**src/rtl/max7219_init_arbiter.sv**
```systemverilog
// Power-up sequencer for a MAX7219 daisy chain: sends the init table through the shared
// serializer, then hands the serializer to the user command source as a transparent mux.
module max7219_init_arbiter #(
    parameter int unsigned G_NB_MATRIX   = 8,
    parameter bit          G_AUTO_INIT   = 1'b1,
    parameter logic [7:0]  G_DECODE_MODE = 8'h00,
    parameter logic [7:0]  G_INTENSITY   = 8'h07,
    parameter logic [7:0]  G_SCAN_LIMIT  = 8'h07
) (
    input  logic        clk,
    input  logic        rst_n,
    input  logic        i_init_start,
    output logic        o_init_busy,
    output logic        o_init_done,
    input  logic        i_usr_start,
    input  logic        i_usr_en_load,
    input  logic [15:0] i_usr_data,
    output logic        o_usr_done,
    output logic        o_max7219_if_start,
    output logic        o_max7219_if_en_load,
    output logic [15:0] o_max7219_if_data,
    input  logic        i_max7219_if_done
);

    localparam logic [3:0] LastWord   = 4'd12;
    localparam logic [7:0] LastMatrix = 8'(G_NB_MATRIX - 1);

    typedef enum logic [2:0] {
        StIdle,
        StLoad,
        StStart,
        StWaitDone,
        StNext,
        StGrant
    } state_e;

    state_e      state_q, state_d;
    logic [3:0]  word_q, word_d;
    logic [7:0]  mtx_q, mtx_d;
    logic        pending_q, pending_d;
    logic        usr_busy_q, usr_busy_d;
    logic        armed_q;
    logic [15:0] init_word;
    logic        last_copy;
    logic        handover;

    // Rows 1..8 occupy word indices 4..11; indices above 12 are unreachable.
    always_comb begin
        init_word = 16'h0000;
        case (word_q)
            4'd0:    init_word = 16'h0F00;
            4'd1:    init_word = {8'h09, G_DECODE_MODE};
            4'd2:    init_word = {8'h0A, G_INTENSITY};
            4'd3:    init_word = {8'h0B, G_SCAN_LIMIT};
            4'd12:   init_word = 16'h0C01;
            default: init_word = {4'h0, word_q - 4'd3, 8'h00};
        endcase
    end

    assign last_copy = (mtx_q == LastMatrix);

    // A re-init waits for any forwarded user transfer; a user start on the same cycle wins.
    assign handover = pending_q && !i_usr_start && (!usr_busy_q || i_max7219_if_done);

    always_comb begin
        state_d              = state_q;
        word_d               = word_q;
        mtx_d                = mtx_q;
        pending_d            = pending_q;
        usr_busy_d           = usr_busy_q;
        o_init_busy          = 1'b0;
        o_init_done          = 1'b0;
        o_usr_done           = 1'b0;
        o_max7219_if_start   = 1'b0;
        o_max7219_if_en_load = 1'b0;
        o_max7219_if_data    = 16'h0000;

        case (state_q)
            StIdle: begin
                if (i_init_start || (G_AUTO_INIT && armed_q)) begin
                    state_d = StLoad;
                    word_d  = 4'd0;
                    mtx_d   = 8'd0;
                end
            end
            StLoad: begin
                o_init_busy          = 1'b1;
                o_max7219_if_data    = init_word;
                o_max7219_if_en_load = last_copy;
                state_d              = StStart;
            end
            StStart: begin
                o_init_busy          = 1'b1;
                o_max7219_if_start   = 1'b1;
                o_max7219_if_data    = init_word;
                o_max7219_if_en_load = last_copy;
                state_d              = StWaitDone;
            end
            StWaitDone: begin
                o_init_busy          = 1'b1;
                o_max7219_if_data    = init_word;
                o_max7219_if_en_load = last_copy;
                if (i_max7219_if_done) begin
                    state_d = StNext;
                end
            end
            StNext: begin
                o_init_busy          = 1'b1;
                o_max7219_if_data    = init_word;
                o_max7219_if_en_load = last_copy;
                if (last_copy) begin
                    mtx_d = 8'd0;
                    if (word_q == LastWord) begin
                        state_d    = StGrant;
                        pending_d  = 1'b0;
                        usr_busy_d = 1'b0;
                    end else begin
                        word_d  = word_q + 4'd1;
                        state_d = StLoad;
                    end
                end else begin
                    mtx_d   = mtx_q + 8'd1;
                    state_d = StLoad;
                end
            end
            StGrant: begin
                o_init_done          = 1'b1;
                o_max7219_if_start   = i_usr_start;
                o_max7219_if_en_load = i_usr_en_load;
                o_max7219_if_data    = i_usr_data;
                o_usr_done           = i_max7219_if_done;
                if (i_usr_start) begin
                    usr_busy_d = 1'b1;
                end else if (i_max7219_if_done) begin
                    usr_busy_d = 1'b0;
                end
                if (i_init_start) begin
                    pending_d = 1'b1;
                end
                if (handover) begin
                    state_d    = StLoad;
                    word_d     = 4'd0;
                    mtx_d      = 8'd0;
                    pending_d  = 1'b0;
                    usr_busy_d = 1'b0;
                end
            end
            default: begin
                state_d = StIdle;
            end
        endcase
    end

    // armed_q delays auto-init by one cycle after reset release.
    always_ff @(posedge clk or negedge rst_n) begin
        if (!rst_n) begin
            state_q    <= StIdle;
            word_q     <= 4'd0;
            mtx_q      <= 8'd0;
            pending_q  <= 1'b0;
            usr_busy_q <= 1'b0;
            armed_q    <= 1'b0;
        end else begin
            state_q    <= state_d;
            word_q     <= word_d;
            mtx_q      <= mtx_d;
            pending_q  <= pending_d;
            usr_busy_q <= usr_busy_d;
            armed_q    <= 1'b1;
        end
    end

endmodule

```
**config.mk**
```make
export PLATFORM = sky130hd
export DESIGN_NAME = max7219_init_arbiter
export DESIGN_NICKNAME = d
export VERILOG_FILES = /design/src/rtl/max7219_init_arbiter.sv
export SDC_FILE = /design/constraint.sdc
export NUM_CORES = 1
export LEC_CHECK = 0
export ABC_AREA = 0
export CORE_MARGIN = 2
export CORE_UTILIZATION = 42
export DETAILED_ROUTE_END_ITERATION = 12
export PLACE_DENSITY = 0.87
export SYNTH_ARGS = -nofsm -noshare
export SYNTH_HDL_FRONTEND = slang
export SYNTH_SLANG_ARGS = --single-unit
export TNS_END_PERCENT = 100
```
**constraint.sdc**
```tcl
create_clock -name clk -period 2.2 [get_ports clk]
set_clock_uncertainty 0.1 [all_clocks]
set_input_delay 0.44 -clock clk [delete_from_list [all_inputs] [get_ports clk]]
set_output_delay 0.44 -clock clk [all_outputs]
set_load 0.05 [all_outputs]
```
==> impl_results.md <==
- Slowest CP cell: dfrtp_2
- Leak: 0.001035 uW
- First-pass GRT wire length: 6437 um
- ANT nets after route: 0
- Initial antenna violation count: 0
- Finished Cell Area: 2372 sq um
- Filler Cells Inserted: 188
- Type of the worst setup path: flip-flop to primary output
- Seq. cell area: 454.2 sq um
- Die area: 3694 sq um
- Critical Path Max Stage Delay: 0.45 ns
- Worst EP required: 1.66 ns
- Routed wire length: 4839 um
- Largest net degree at the start of global routing: 19
- Via count: 1629
- Multi-input combinational cell area: 1007 sq um
- Top-Level Pins: 43
- Internal power: 1475 uW
- Syn Inst Count: 168
- Ratio of cells with drive above 1 in the final layout: 36.09%
- CTS root buffer: clkbuf_4
- Syn avg cell area: 8.058 sq um
- Outcome: complete, but fails checks
- Tmin final: 2.588 ns
- Unrepaired setup endpoints after global routing: yes
- Count leader, synth: nand2_1
- Initial Util: 44.34%
- Slew Limit Fails: 0
- Max frequency: 0.3864 GHz
- Post-DR vias/cell: 5.945
- Core area: 3053 sq um
- Dpl hpwl: 2772 um
- Register bit total from synthesis: 18
- Fraction of registers with async set/reset: 100.0%
- Hold Path Class: primary input to asynchronous set/reset pin
- Worst Setup End Kind: primary output
- Synth warnings: 0
- Logic pwr share: 76.7%
- Crit-path max FO: 3
- Post-synth EDFFs: 0
- Mapped Nets: 195
- Crit-path cells: inv_4 > ha_4 > or3_4 > o31ai_4 > a21oi_1 > a21o_2 > buf_8
- Setup ws final: -0.3883 ns
- N_diodes: 0
- Area after DPL: 2087 sq um
- H-tree levels: 1
- Tcrit/Tclk final: 117.7%
- Final Hold Viols: 0
- Skew-Pair Late Insertion Delay: 0.30 ns
- Clock Power Share: 5.6%
- I/O Buffers: 42
- Final setup viols: 9
- Leading area contributor after synthesis: dfrtp_1
- Clock Tree Buf Depth: 2
- Die X: 60.78 um
- Gpl congestion: 0.8693
- CTS buffer count: 3
- Pre-antenna DRT Iters: 4
- Core Rows: 20
- Worst-path clk slew: 0.09 ns
- Die height: 60.78 um
- Nets: 259
- Startpoint types: flip-flop
- Area share of the largest cell type after synthesis: 33.27%
- Clock Sinks: 18
- Part of the power in registers: 17.7%
- Violated checks: negative setup slack
- Max cap viols: 0
- Top_reg_cell synth: dfrtp_1
- Seq/Total Area, Yosys: 33.27%
- Pwr Density: 1239 nW/um^2
- Mapped Area: 1354 sq um
- Vias in the first global route: 1410
- Initial detailed-routing violation count: 103
- Data arrival, critical path: 2.05 ns
- CTS tree: done
- Netlist cell types: 42
- DRC Markers: 0
- Synth cell count leaders: 19 x nand2_1, 18 x dfrtp_1, 15 x o21ai_0, 14 x a21oi_1, 13 x and3_1
- Sw Share: 49.82%
- GR Overflow Total: 0
- Maximum ir drop on the vdd rail: 0.5923 mV
- Wire per inst: 17.66 um
- Gr usage total: 23.29%
- Hold Worst Slack: 0.3613 ns
- Area grow syn2layout: 75.23%
- Psw: 1464 uW
- Synth top area cells: dfrtp_1 33%, and3_1 6.0%, o21ai_0 5.5%, nand2_1 5.3%, a21oi_1 5.2%
state kept, by name, summed over array words and instances (netlist names):
name / count
usr_busy_q: 1
state_q: 3
mtx_q: 8
word_q: 4
pending_q: 1
armed_q: 1
final cells by class:
| cell class | count | share of cell area [%] |
|---|---|---|
| multi-input combinational | 135 | 42.46 |
| timing repair buffer | 67 | 33.65 |
| sequential | 18 | 19.15 |
| tap | 44 | 2.321 |
| inverter | 7 | 1.477 |
| clock buffer | 3 | 0.9494 |
power groups by stage:
stage	registers, uW	clock network [uW]	logic [uW]
floorplan	475	0	1190
global placement	496	0	1880
detailed placement	508	0	1910
CTS	513	166	2080
global route	533	182	2360
finish	521	165	2250
final timing paths:
path / startpoint / endpoint / slack (ns) / cells past startpoint
worst min register to register: mtx_q[2] / mtx_q[2] / 0.43 / 1
max in group asynchronous: rst_n / state_q[1] / 1.42 / 2
worst min-delay path: rst_n / mtx_q[5] / 0.36 / 2
worst max-delay path: word_q[1] / o_max7219_if_data[11] / -0.39 / 7
worst max register to register: state_q[2] / mtx_q[7] / 0.14 / 5
min in group clk: mtx_q[2] / mtx_q[2] / 0.43 / 1
worst max-delay path: cells and delay by family, from the launching register on:
family,cells,cell delay (ns)
and+or+nand+nor,1,0.39
adders and majority gates,1,0.16
AOI/OAI and AO/OA,3,0.53
DFF,1,0.45
buffers and inverters,2,0.22
placed cells by master (no fill, tap or decap), types with 4 or more instances in the layout:
cell type         n
buf_4            22
clkdlybuf4s50_1  21
nand2_1          19
dfrtp_1          15
buf_12           15
o21ai_0          13
and3_1           12
a21oi_1          12
nor2_1            7
a31oi_1           7
nand3_1           6
buf_6             6
ha_4              4
kinds of logic (layout without fill, tap and decap cells):
family	after synthesis	after routing	share of synthesized area [%]
simple gates	67	68	26.06
other cells	1	1	0.2770
flops	18	18	33.27
fa+ha+maj	5	5	4.621
compound gates	60	60	29.02
xor+xnor	1	1	0.6471
buf+inv	16	77	6.100
through the flow:
stage	cells	util, %	setup TNS [ns]	power (uW)	setup WS [ns]
after global placement	262	68.36	-0.06921	2378	-0.06921
after global routing	274	77.70	-2.307	3073	-0.4077
after floorplan	168	-	-0.01934	1666	-0.01934
after detailed placement	262	68.36	-0.07896	2417	-0.07896
final	274	77.70	-1.712	2939	-0.3883
after CTS	270	74.30	-1.373	2758	-0.2955
layer usage:
metal | vias to the layer above | global-route usage [%] | wire [um]
li1 | 746 | - | -
met1 | 764 | 29.67 | 1900
met2 | 94 | 38.25 | 2425
met3 | 25 | 4.264 | 293
met4 | 0 | 10.87 | 219
met5 | - | 0 | 0
what timing repair did:
action                     in CTS  in global routing
setup endpoints to repair       9                 10
setup buffers                   4                  4
pin swaps                       5                 10
gates resized for setup        28                 15
cloned                          1                  0
hold buffers                    0                  0
No activity file was read; power rests on OpenSTA's default activity.
